### src/rtl/boot_ram_arb_pkg.sv
// Shared definitions for the boot RAM arbiter: response-owner encoding,
// default geometry and the out-of-range address mask.
package boot_ram_arb_pkg;

  localparam int unsigned XLEN_DEF   = 32;
  localparam int unsigned ADDR_W_DEF = 9;
  localparam int unsigned MASK_W     = 64;

  typedef enum logic [2:0] {
    OWN_NONE     = 3'd0,
    OWN_INSTR    = 3'd1,
    OWN_DATA_RD  = 3'd2,
    OWN_DATA_WR  = 3'd3,
    OWN_DATA_ERR = 3'd4
  } owner_e;

  // Set bits mark byte-address bits above the RAM word range.
  function automatic logic [MASK_W-1:0] oob_mask(
    input int unsigned aw
  );
    logic [MASK_W-1:0] m;
    for (int i = 0; i < MASK_W; i++) begin
      m[i] = (i >= int'(aw + 2));
    end
    return m;
  endfunction

  localparam logic [MASK_W-1:0] RANGE_MASK = oob_mask(ADDR_W_DEF);

endpackage

### src/rtl/boot_ram_arbiter_if.sv
// Bus bundle between fetch/LSU requesters, the arbiter and the boot RAM.
// slave: arbiter side. master: requesters plus RAM macro side.
interface boot_ram_arbiter_if #(
  parameter int unsigned XLEN   = 32,
  parameter int unsigned ADDR_W = 9
);

  logic              instr_req;
  logic [XLEN-1:0]   instr_addr;
  logic              instr_gnt;
  logic              instr_rvalid;
  logic [XLEN-1:0]   instr;

  logic              data_req;
  logic              data_we;
  logic [3:0]        data_be;
  logic [XLEN-1:0]   data_addr;
  logic [XLEN-1:0]   data_wdata;
  logic              data_gnt;
  logic              data_rvalid;
  logic [XLEN-1:0]   data_rdata;
  logic              data_err;

  logic              ram_en;
  logic [3:0]        ram_we;
  logic [ADDR_W-1:0] ram_addr;
  logic [XLEN-1:0]   ram_wdata;
  logic [XLEN-1:0]   ram_rdata;

  modport slave (
    input  instr_req, instr_addr,
    output instr_gnt, instr_rvalid, instr,
    input  data_req, data_we, data_be,
    input  data_addr, data_wdata,
    output data_gnt, data_rvalid,
    output data_rdata, data_err,
    output ram_en, ram_we, ram_addr, ram_wdata,
    input  ram_rdata
  );

  modport master (
    output instr_req, instr_addr,
    input  instr_gnt, instr_rvalid, instr,
    output data_req, data_we, data_be,
    output data_addr, data_wdata,
    input  data_gnt, data_rvalid,
    input  data_rdata, data_err,
    input  ram_en, ram_we, ram_addr, ram_wdata,
    output ram_rdata
  );

endinterface

### src/rtl/boot_ram_arb_fair.sv
// Anti-starvation counter: after STARVE_MAX data grants while fetch waits,
// fetch wins the next conflict. Ports: clk, rst, req/gnt in, o_fetch_prio.
module boot_ram_arb_fair #(
  parameter int unsigned STARVE_MAX = 4
) (
  input  logic clk,
  input  logic rst,
  input  logic i_instr_req,
  input  logic i_instr_gnt,
  input  logic i_data_gnt,
  output logic o_fetch_prio
);

  localparam int unsigned CW = $clog2(STARVE_MAX + 1);

  logic [CW-1:0] r_cnt;

  always_ff @(posedge clk) begin
    if (rst) begin
      r_cnt <= '0;
    end else if (!i_instr_req || i_instr_gnt) begin
      r_cnt <= '0;
    end else if (i_data_gnt) begin
      r_cnt <= r_cnt + 1'b1;
    end
  end

  assign o_fetch_prio =
    i_instr_req && (r_cnt == CW'(STARVE_MAX));

endmodule

### src/rtl/boot_ram_arbiter.sv
// Arbitrates fetch and LSU onto one single-port boot RAM (1-cycle read).
// Ports: clk, rst (sync, active-high), bus (boot_ram_arbiter_if.slave).
// Optional: define ARB_FAIRNESS_EN to bound fetch starvation.
module boot_ram_arbiter
  import boot_ram_arb_pkg::*;
#(
  parameter int unsigned XLEN       = 32,
  parameter int unsigned ADDR_W     = 9,
  parameter int unsigned STARVE_MAX = 4
) (
  input logic               clk,
  input logic               rst,
  boot_ram_arbiter_if.slave bus
);

  localparam logic [MASK_W-1:0] LP_MASK = oob_mask(ADDR_W);
  localparam logic [XLEN-1:0]   LP_OOB  = LP_MASK[XLEN-1:0];

  owner_e r_owner;
  owner_e w_owner_nxt;

  logic w_fetch_prio;
  logic w_data_gnt;
  logic w_instr_gnt;
  logic w_oob;

`ifdef ARB_FAIRNESS_EN
  boot_ram_arb_fair #(
    .STARVE_MAX (STARVE_MAX)
  ) u_fair (
    .clk          (clk),
    .rst          (rst),
    .i_instr_req  (bus.instr_req),
    .i_instr_gnt  (w_instr_gnt),
    .i_data_gnt   (w_data_gnt),
    .o_fetch_prio (w_fetch_prio)
  );
`else
  localparam int unsigned LP_UNUSED_STARVE = STARVE_MAX;
  assign w_fetch_prio = 1'b0;
`endif

  // No new access is started while reset is held.
  assign w_data_gnt  = !rst && bus.data_req && !w_fetch_prio;
  assign w_instr_gnt = !rst && bus.instr_req && !w_data_gnt;
  assign w_oob       = |(bus.data_addr & LP_OOB);

  assign bus.instr_gnt = w_instr_gnt;
  assign bus.data_gnt  = w_data_gnt;

  always_ff @(posedge clk) begin
    if (rst) begin
      r_owner <= OWN_NONE;
    end else begin
      r_owner <= w_owner_nxt;
    end
  end

  always_comb begin
    w_owner_nxt   = OWN_NONE;
    bus.ram_en    = 1'b0;
    bus.ram_we    = 4'b0;
    bus.ram_addr  = '0;
    bus.ram_wdata = '0;
    unique case (1'b1)
      (w_data_gnt && w_oob): begin
        w_owner_nxt = OWN_DATA_ERR;
      end
      (w_data_gnt && !w_oob && bus.data_we): begin
        w_owner_nxt   = OWN_DATA_WR;
        bus.ram_en    = 1'b1;
        bus.ram_we    = bus.data_be;
        bus.ram_addr  = bus.data_addr[ADDR_W+1:2];
        bus.ram_wdata = bus.data_wdata;
      end
      (w_data_gnt && !w_oob && !bus.data_we): begin
        w_owner_nxt  = OWN_DATA_RD;
        bus.ram_en   = 1'b1;
        bus.ram_addr = bus.data_addr[ADDR_W+1:2];
      end
      w_instr_gnt: begin
        w_owner_nxt  = OWN_INSTR;
        bus.ram_en   = 1'b1;
        bus.ram_addr = bus.instr_addr[ADDR_W+1:2];
      end
      default: begin
      end
    endcase
  end

  // A response owed on a reset cycle is dropped.
  always_comb begin
    bus.instr_rvalid = 1'b0;
    bus.instr        = '0;
    bus.data_rvalid  = 1'b0;
    bus.data_rdata   = '0;
    bus.data_err     = 1'b0;
    if (!rst) begin
      unique case (r_owner)
        OWN_INSTR: begin
          bus.instr_rvalid = 1'b1;
          bus.instr        = bus.ram_rdata;
        end
        OWN_DATA_RD: begin
          bus.data_rvalid = 1'b1;
          bus.data_rdata  = bus.ram_rdata;
        end
        OWN_DATA_WR: begin
          bus.data_rvalid = 1'b1;
        end
        OWN_DATA_ERR: begin
          bus.data_rvalid = 1'b1;
          bus.data_err    = 1'b1;
        end
        default: begin
        end
      endcase
    end
  end

  // Fetch wraps modulo RAM size; sub-word bits are don't-care.
  logic w_unused_addr;
  assign w_unused_addr = ^{
    bus.instr_addr[XLEN-1:ADDR_W+2],
    bus.instr_addr[1:0],
    bus.data_addr[1:0]
  };

endmodule

### src/flat_wrapper.sv
// flat-port wrapper written by rule: the top's interface ports become plain ports
module boot_ram_arbiter_flat import boot_ram_arb_pkg::*;
#(
  parameter int unsigned XLEN       = 32,
  parameter int unsigned ADDR_W     = 9,
  parameter int unsigned STARVE_MAX = 4
)
  (clk, rst, bus_instr_req, bus_instr_addr, bus_instr_gnt, bus_instr_rvalid, bus_instr, bus_data_req, bus_data_we, bus_data_be, bus_data_addr, bus_data_wdata, bus_data_gnt, bus_data_rvalid, bus_data_rdata, bus_data_err, bus_ram_en, bus_ram_we, bus_ram_addr, bus_ram_wdata, bus_ram_rdata);
  boot_ram_arbiter_if #(.XLEN(XLEN), .ADDR_W(ADDR_W)) bus_i ();
  input logic clk;
  input logic rst;
  input wire logic [$bits(bus_i.instr_req)-1:0] bus_instr_req;
  input wire logic [$bits(bus_i.instr_addr)-1:0] bus_instr_addr;
  output wire logic [$bits(bus_i.instr_gnt)-1:0] bus_instr_gnt;
  output wire logic [$bits(bus_i.instr_rvalid)-1:0] bus_instr_rvalid;
  output wire logic [$bits(bus_i.instr)-1:0] bus_instr;
  input wire logic [$bits(bus_i.data_req)-1:0] bus_data_req;
  input wire logic [$bits(bus_i.data_we)-1:0] bus_data_we;
  input wire logic [$bits(bus_i.data_be)-1:0] bus_data_be;
  input wire logic [$bits(bus_i.data_addr)-1:0] bus_data_addr;
  input wire logic [$bits(bus_i.data_wdata)-1:0] bus_data_wdata;
  output wire logic [$bits(bus_i.data_gnt)-1:0] bus_data_gnt;
  output wire logic [$bits(bus_i.data_rvalid)-1:0] bus_data_rvalid;
  output wire logic [$bits(bus_i.data_rdata)-1:0] bus_data_rdata;
  output wire logic [$bits(bus_i.data_err)-1:0] bus_data_err;
  output wire logic [$bits(bus_i.ram_en)-1:0] bus_ram_en;
  output wire logic [$bits(bus_i.ram_we)-1:0] bus_ram_we;
  output wire logic [$bits(bus_i.ram_addr)-1:0] bus_ram_addr;
  output wire logic [$bits(bus_i.ram_wdata)-1:0] bus_ram_wdata;
  input wire logic [$bits(bus_i.ram_rdata)-1:0] bus_ram_rdata;
  assign bus_i.instr_req = bus_instr_req;
  assign bus_i.instr_addr = bus_instr_addr;
  assign bus_instr_gnt = bus_i.instr_gnt;
  assign bus_instr_rvalid = bus_i.instr_rvalid;
  assign bus_instr = bus_i.instr;
  assign bus_i.data_req = bus_data_req;
  assign bus_i.data_we = bus_data_we;
  assign bus_i.data_be = bus_data_be;
  assign bus_i.data_addr = bus_data_addr;
  assign bus_i.data_wdata = bus_data_wdata;
  assign bus_data_gnt = bus_i.data_gnt;
  assign bus_data_rvalid = bus_i.data_rvalid;
  assign bus_data_rdata = bus_i.data_rdata;
  assign bus_data_err = bus_i.data_err;
  assign bus_ram_en = bus_i.ram_en;
  assign bus_ram_we = bus_i.ram_we;
  assign bus_ram_addr = bus_i.ram_addr;
  assign bus_ram_wdata = bus_i.ram_wdata;
  assign bus_i.ram_rdata = bus_ram_rdata;
  boot_ram_arbiter #(.XLEN(XLEN), .ADDR_W(ADDR_W), .STARVE_MAX(STARVE_MAX)) u_core (.clk(clk), .rst(rst), .bus(bus_i));
endmodule
### config.mk
export PLATFORM = sky130hd
export DESIGN_NAME = boot_ram_arbiter_flat
export DESIGN_NICKNAME = d
export VERILOG_FILES = /design/src/rtl/boot_ram_arb_pkg.sv /design/src/rtl/boot_ram_arbiter_if.sv /design/src/rtl/boot_ram_arb_fair.sv /design/src/rtl/boot_ram_arbiter.sv /design/src/flat_wrapper.sv
export SDC_FILE = /design/constraint.sdc
export NUM_CORES = 1
export LEC_CHECK = 0
export ABC_AREA = 1
export CAP_MARGIN = 10
export CELL_PAD_IN_SITES_DETAIL_PLACEMENT = 1
export CELL_PAD_IN_SITES_GLOBAL_PLACEMENT = 2
export CORE_ASPECT_RATIO = 0.6
export CORE_UTILIZATION = 10
export DETAILED_ROUTE_END_ITERATION = 6
export PLACE_DENSITY_LB_ADDON = 0.1
export SLEW_MARGIN = 40
export SYNTH_ARGS = -nofsm -noshare
export SYNTH_HDL_FRONTEND = slang
export SYNTH_SLANG_ARGS = --single-unit
export TNS_END_PERCENT = 50
### constraint.sdc
create_clock -name clk -period 1.5 [get_ports clk]
set_clock_uncertainty 0.05 [all_clocks]
set_input_delay 0.225 -clock clk [delete_from_list [all_inputs] [get_ports clk]]
set_output_delay 0.225 -clock clk [all_outputs]
set_load 0.02 [all_outputs]
Word level (Yosys, flattened, before mapping) --
Cells that the tools add are included.
Word-level totals: logic and storage cells 35, output and inout bits 115, register bits after elaboration 3
Operators by class: equal/unequal tests 4, reduce and logical (&&, ||, !) cells 15, muxes and demuxes 15
Operators with widths (count):
- $mux 32 | 5
- $reduce_or 21->1 | 1
- $pmux 9 s2 | 1
- $pmux 3 s4 | 1
- $logic_and 1x1->1 | 7
- $mux 1 | 7
- $eq 3x2->1 const B | 2
- $reduce_or 3->1 | 2
- $logic_not 1->1 | 4
- $mux 4 | 1
- $eq 3x1->1 const B | 1
- $eq 3x3->1 const B | 1
- $reduce_or 2->1 | 1

Logic depth before layout (Yosys ltp) --
Gate-level depths: netlist of run 1.
depth in word-level cells 6, mapped depth 8, depth with buffers taken out 7

Worst setup path after synthesis of run 1 --
No wires, ideal clock.
path type input to output, start input port bus_data_addr[22], end output port bus_ram_wdata[25], stages 8, arrival time 1.226 ns, data required time 1.225 ns, path slack -0.001 ns, path buffers 1, path through nor2_1 -> nand2_1 -> nor2_1 -> nand2_1 -> nor2_2 -> nand3_4 -> buf_6 -> nor2_1
On the way: cells in the longest elaborated chain, start to end 5
RTL lines:
- start, declared | line flat_wrapper.sv:20 | input wire logic [$bits(bus_i.data_addr)-1:0] bus_data_addr;
- $reduce_or 21->1 | line boot_ram_arbiter.sv:46 | assign w_oob = |(bus.data_addr & LP_OOB);
- $logic_not 1->1 | line boot_ram_arbiter.sv:69 | (w_data_gnt && !w_oob && bus.data_we): begin
- $logic_and 1x1->1 (2 in a row) | line boot_ram_arbiter.sv:69
- $mux 32 | line boot_ram_arbiter.sv:65 | unique case (1'b1)
- end, declared | line flat_wrapper.sv:29 | output wire logic [$bits(bus_i.ram_wdata)-1:0] bus_ram_wdata;
Every way passes these cells.

Worst setup path in the final report of run 1 --
start input port bus_data_addr[16], end output port bus_ram_wdata[16]
Same word-level chain as after synthesis.

==> results of run 1 <==
==> metrics by stage <==
stage,instances,utilization [%]
after floorplan,252,-
after global placement,617,33.5
after detailed placement,617,33.5
after CTS,652,40.7
after global routing,656,44.7
final,656,44.7
==> routing by layer <==
metal / up-vias / share of wire (%)
met5: - / 0
met4: 0 / 0.38
met3: 2 / 12
met2: 125 / 52
met1: 1130 / 35
li1: 1228 / -
==> timing repair <==
item / 4_1_cts / 5_1_grt
buffers inserted: 22 / 5
setup endpoints to repair: 114 / 116
gates cloned: 9 / 3
resized for setup: 698 / 200
pin swaps: 29 / 37
==> worst max-delay path by stage <==
stage	start	end
after floorplan	bus_data_addr[22]	bus_ram_wdata[25]
after global placement	bus_data_addr[22]	bus_ram_wdata[16]
after detailed placement	bus_data_addr[24]	bus_ram_wdata[28]
after CTS	bus_data_addr[23]	bus_ram_wdata[15]
after global routing	bus_data_addr[21]	bus_ram_wdata[0]
final	bus_data_addr[16]	bus_ram_wdata[16]
==> synthesized netlist by cell type <==
cell / number
nor2_1: 95
inv_1: 76
nand2_1: 28
nor2_2: 21
nand3_1: 13
clkbuf_1: 6
buf_6: 3
dfxtp_1: 3
buf_2: 2
o21ai_0: 2
clkinv_1: 1
nand3_4: 1
nor3_1: 1
==> power by group <==
group	switching (mW)	leakage, nW	internal [mW]
registers	0.00292	0.0258	0.0834
logic	0.236	2.27	0.330
clock network	0.0721	0.0382	0.351
total	0.311	2.34	0.765
==> kinds of logic (layout without fill, tap and decap cells) <==
kind of cell,Yosys count,count (layout),share of synthesized area [%]
compound gates,2,2,0.905
flops,3,3,5.43
simple gates,159,159,61.5
buf+inv,88,353,32.1
==> layout by cell type, fill, tap and decap left out <==
master | Yosys | routed
inv_2 | 0 | 4
nand2_1 | 28 | 15
clkbuf_16 | 0 | 5
nand3_1 | 13 | 1
nor3_2 | 0 | 1
buf_16 | 0 | 7
o21ai_0 | 2 | 1
buf_12 | 0 | 6
buf_2 | 2 | 8
nor2_2 | 21 | 34
nor2_1 | 95 | 28
clkbuf_2 | 0 | 2
buf_8 | 0 | 2
clkinv_4 | 0 | 1
buf_6 | 3 | 101
nand3_2 | 0 | 9
o21ai_2 | 0 | 1
dlygate4sd2_1 | 0 | 2
nor2_4 | 0 | 54
clkbuf_1 | 6 | 1
dfxtp_2 | 0 | 3
clkdlybuf4s15_1 | 0 | 6
clkdlybuf4s50_1 | 0 | 88
inv_1 | 76 | 72
clkinv_2 | 0 | 1
buf_4 | 0 | 47
nand2_2 | 0 | 12
nand2_4 | 0 | 1
nand3_4 | 1 | 4
==> worst max-delay path, stage by stage <==
cell,delay (ns)
clkdlybuf4s15_1,0.18
nor2_2,0.12
nand3_2,0.13
nor2_4,0.17
nand3_4,0.13
buf_6,0.16
buf_16,0.15
nor2_4,0.10
buf_6,0.12
==> cell type report <==
class,count,area [sq um]
Multi-Input combinational cell,161,1260
Tap cell,139,174
Fill cell,1242,5900
Timing Repair Buffer,271,2890
Clock buffer,4,78.8
Sequential cell,3,63.8
Timing Repair inverter,1,5.00
Inverter,77,294
==> results.toml, run 1 <==
[floorplan]
die_h_um = 83.5
ios = 252
start_util_pct = 10.4
placementRows = 29
die_w_um = 138
fp.coreArea_sq_um = 10700
die_area_sq_um = 11500

[global_routing]
use_met2_pct = 29.2
top_usage_layer = "met2"
antenna_found_initial = 0
use_met3_pct = 5.65
overflow = 0
grt_pass1_vias = 2626
grt_usage_pct = 15.3
grt_first_pass_wirelength_mm = 13.8
met1_usage_pct = 16.0
grt_start_max_net_pins = 34

[place]
dp_slack_ns = -0.983
place_area_sq_um = 3580
portBuffers = 226
hpwlAfterDp_mm = 6.27
gp_congestion = 0.714

[timing]
hold_ws_ns = 0.509
finalCritPeriodShare_pct = 117
timing.slew.headroom_pct = 85.1
setup_viol = 110
fin_setup_tns_ns = -14.53
finalCriticalPeriod_ns = 1.76
setup_ws_ns = -0.259
rsz0062_at_grt = "true"
finalMaxSlewViolations = 0
hold_viol_final = 0
clock.fmax_mhz = 568
tightest_slew_ns = 0.224

[setup_path]
cp_max_fo = 5
cp-start-kind = "input port"
crit_required_ns = 1.22
path_class = "input port to primary output"
crit_path_end_kind = "primary output"
crit_arrival_ns = 1.48

[cts]
cts.htree.levels = 1
cts_tree = "yes"
clk_path_buf_depth = 2
hold_buffers = 0
numCtsBuffers = 3
clockRootBuffer = "clkbuf_16"
clk_pin_slew_ns = 0.03
cts_sinks = 3

[finish]
nets = 655
antenna_cells = 0
design_area_sq_um = 4760
reg_top3 = "u_core.r_owner x3"
largest_register_ffs = 3
drive_above_1_share_pct = 58.6
regMostFlops = "u_core.r_owner"
area_delta_synth_final_pct = 331

[job]
maxCapViolCount = 0

[route]
drt-total-wl_mm = 9.56
ant_nets = 0
vias = 2485
first_iter_violations = 30
drc = 0
routed_via_density = 3.79
wl_per_cell_um = 14.6
dr.pass1.iters = 3

[status]
violations = "negative setup slack"
outcome = "finished, violations left"

[logic_synthesis]
ys_warn_count = 0
synthTopCellsByArea = "nor2_1 32%, inv_1 26%, nor2_2 12%, nand2_1 9.5%, nand3_1 5.9%"
syn_inst = 252
ys_seq_area_share_pct = 5.43
synthesis.area_sq_um = 1110
ys_seq_elements = 3
synth_top_area_share_pct = 32.2
synth_cell_type_count = 13
syn-num-nets = 389
yosysTopAreaCell = "nor2_1"
avgSynthCellArea_sq_um = 4.39

[power_and_ir_drop]
powerDensity_nw_per_um2 = 226
p_leak_nw = 2.34
power.total_mw = 1.08
ir_drop_uv = 243

[worst_hold_path]
hold_depth = 6
hp-start = "bus_data_addr[11]"
hold_path.class = "input port to register"
min_to = "u_core.r_owner[2]$_SDFF_PP0_"
No activity file was read; power rests on OpenSTA's default activity.
==> run 2: changes to the inputs <==
==> constraint.sdc (replaced) <==
create_clock -name clk -period 2.3 [get_ports clk]
set_clock_uncertainty 0.05 [all_clocks]
set_input_delay 0.345 -clock clk [delete_from_list [all_inputs] [get_ports clk]]
set_output_delay 0.345 -clock clk [all_outputs]
set_load 0.02 [all_outputs]
==> run 2 against run 1 <==
  * The flow now finishes without violations
  * Global-route usage down 2.5 points
  * Non-clock buffer count decreased by 27
  * Design area shrank 21%
  * Routed wire length decreased by 16%
  * Die area stayed put
  * Sequential share of layout area grew 0.26 points
  * Critical path type unchanged
  * Critical endpoint is now bus_ram_wdata[22]
==> results.toml, run 2 (synthesized netlist as in run 1, its figures left out) <==
[status]
outcome = "finished, final reports clean"

[route]
drc = 0
drt-total-wl_mm = 8.02
wl_per_cell_um = 12.8
vias = 2307
routed_via_density = 3.67
dr.pass1.iters = 3
ant_nets = 0
first_iter_violations = 13

[timing]
clock.fmax_mhz = 449
finalMaxSlewViolations = 0
hold_viol_final = 0
timing.slew.headroom_pct = 78.7
finalCritPeriodShare_pct = 96.7
tightest_slew_ns = 0.318
finalCriticalPeriod_ns = 2.23
rsz0062_at_grt = "true"
setup_viol = 0

[worst_hold_path]
hold_path.class = "input port to register"

[place]
dp_cells = 617
hpwlAfterDp_mm = 6.44
portBuffers = 226
gp_congestion = 0.704

[global_routing]
antenna_found_initial = 0
overflow = 0
grt_pass1_vias = 2332
grt_usage_pct = 12.7
grt_start_max_net_pins = 20
grt_first_pass_wirelength_mm = 11.6

[floorplan]
die_w_um = 138
die_h_um = 83.5
fp.coreArea_sq_um = 10700
die_area_sq_um = 11500
placementRows = 29
start_util_pct = 10.4
ios = 252

[finish]
reg_top3 = "u_core.r_owner x3"
antenna_cells = 0
regMostFlops = "u_core.r_owner"
nets = 627
drive_above_1_share_pct = 20.2
area_delta_synth_final_pct = 239
final_cell_mix = "98 x clkdlybuf4s50_1, 88 x nor2_1, 76 x inv_1, 65 x dlygate4sd2_1, 36 x buf_4"
instances_no_fill = 628
largest_register_ffs = 3
final_common_cell = "clkdlybuf4s50_1"

[setup_path]
max_stage_delay_ns = 0.40
crit_arrival_ns = 1.83
cp_max_fo = 9
crit_path_end_kind = "primary output"
crit_required_ns = 1.90
cp-start-kind = "input port"
crit_chain = "clkdlybuf4s50_1, nor2_1, nand3_2, nor2_4, nand3_4, clkbuf_16, nor2_2, buf_2"
path_class = "input port to primary output"
crit_path_start = "bus_data_addr[12]"
endpoint = "bus_ram_wdata[22]"
crit_slowest_cell = "clkdlybuf4s50_1"

[cts]
numCtsBuffers = 3
clockRootBuffer = "clkbuf_16"
cts_tree = "yes"
clk_path_buf_depth = 2
hold_buffers = 0
cts_sinks = 3
clk_pin_slew_ns = 0.03
cts.htree.levels = 1

[job]
maxCapViolCount = 0

[power_and_ir_drop]
power.total_mw = 0.636
powerDensity_nw_per_um2 = 170
ir_drop_uv = 176
p_leak_nw = 2.36
==> run 2: report_power, final <==
part           switching [mW]  internal, mW  total (mW)
sequential            0.00102        0.0541      0.0551
clock                  0.0471         0.229       0.276
combinational           0.106         0.199       0.305
==> run 2: worst min-delay path by stage <==
stage                 startpoint                           end  slack (ns)  cells after the start
4_1_cts            bus_instr_req  u_core.r_owner[0]$_SDFF_PP0_        0.84                      4
3_3_place_gp       bus_instr_req  u_core.r_owner[0]$_SDFF_PP0_        1.04                      4
2_1_floorplan      bus_instr_req  u_core.r_owner[0]$_SDFF_PP0_        0.49                      2
5_1_grt        bus_data_addr[30]  u_core.r_owner[2]$_SDFF_PP0_        0.58                      7
3_5_place_dp       bus_instr_req  u_core.r_owner[0]$_SDFF_PP0_        1.04                      4
6_report       bus_data_addr[30]  u_core.r_owner[2]$_SDFF_PP0_        0.53                      7
==> run 2: metal layers <==
metal / share of wire (%) / routed length (um) / up-vias / GRT usage [%]
met5: 0 / 0 / - / 0
met1: 35 / 2810 / 1020 / 12.6
met2: 50 / 4000 / 124 / 24.6
met3: 15 / 1170 / 2 / 5.53
li1: - / - / 1161 / -
met4: 0.42 / 34 / 0 / 1.78
==> run 2: through the flow <==
stage               area (sq um)  hold WS, ns  worst slack [ns]  util (%)  TNS, ns
global placement            3570         1.04            -0.395      33.5   -20.68
floorplan                   1110        0.492             0.559         -        0
global route                3750        0.584           -0.0158      35.1   -0.174
finish                      3750        0.533            0.0750      35.1        0
detailed placement          3570         1.04            -0.437      33.5   -23.36
CTS                         3490        0.839           -0.0868      32.7    -1.50
==> run 2: final cells by class <==
type,count,area (sq um)
fillers,1366,6920
repair buffers,244,2400
multi-input cells,161,741
inverters,77,290
well taps,139,174
clock buffers,4,78.8
flip-flops and latches,3,60.1
==> run 2: timing repair <==
action                                 CTS  global route
setup endpoints to repair              113            48
endpoints found under the hold margin    0             0
gates cloned                             1             5
buffers inserted                         0             1
pin swaps                                0            17
gates resized for setup                257            56
==> run 2: critical path, delay by kind of cell <==
kind / cells / cell delay [ns]
buf+inv: 3 / 0.81
simple gates: 5 / 0.68
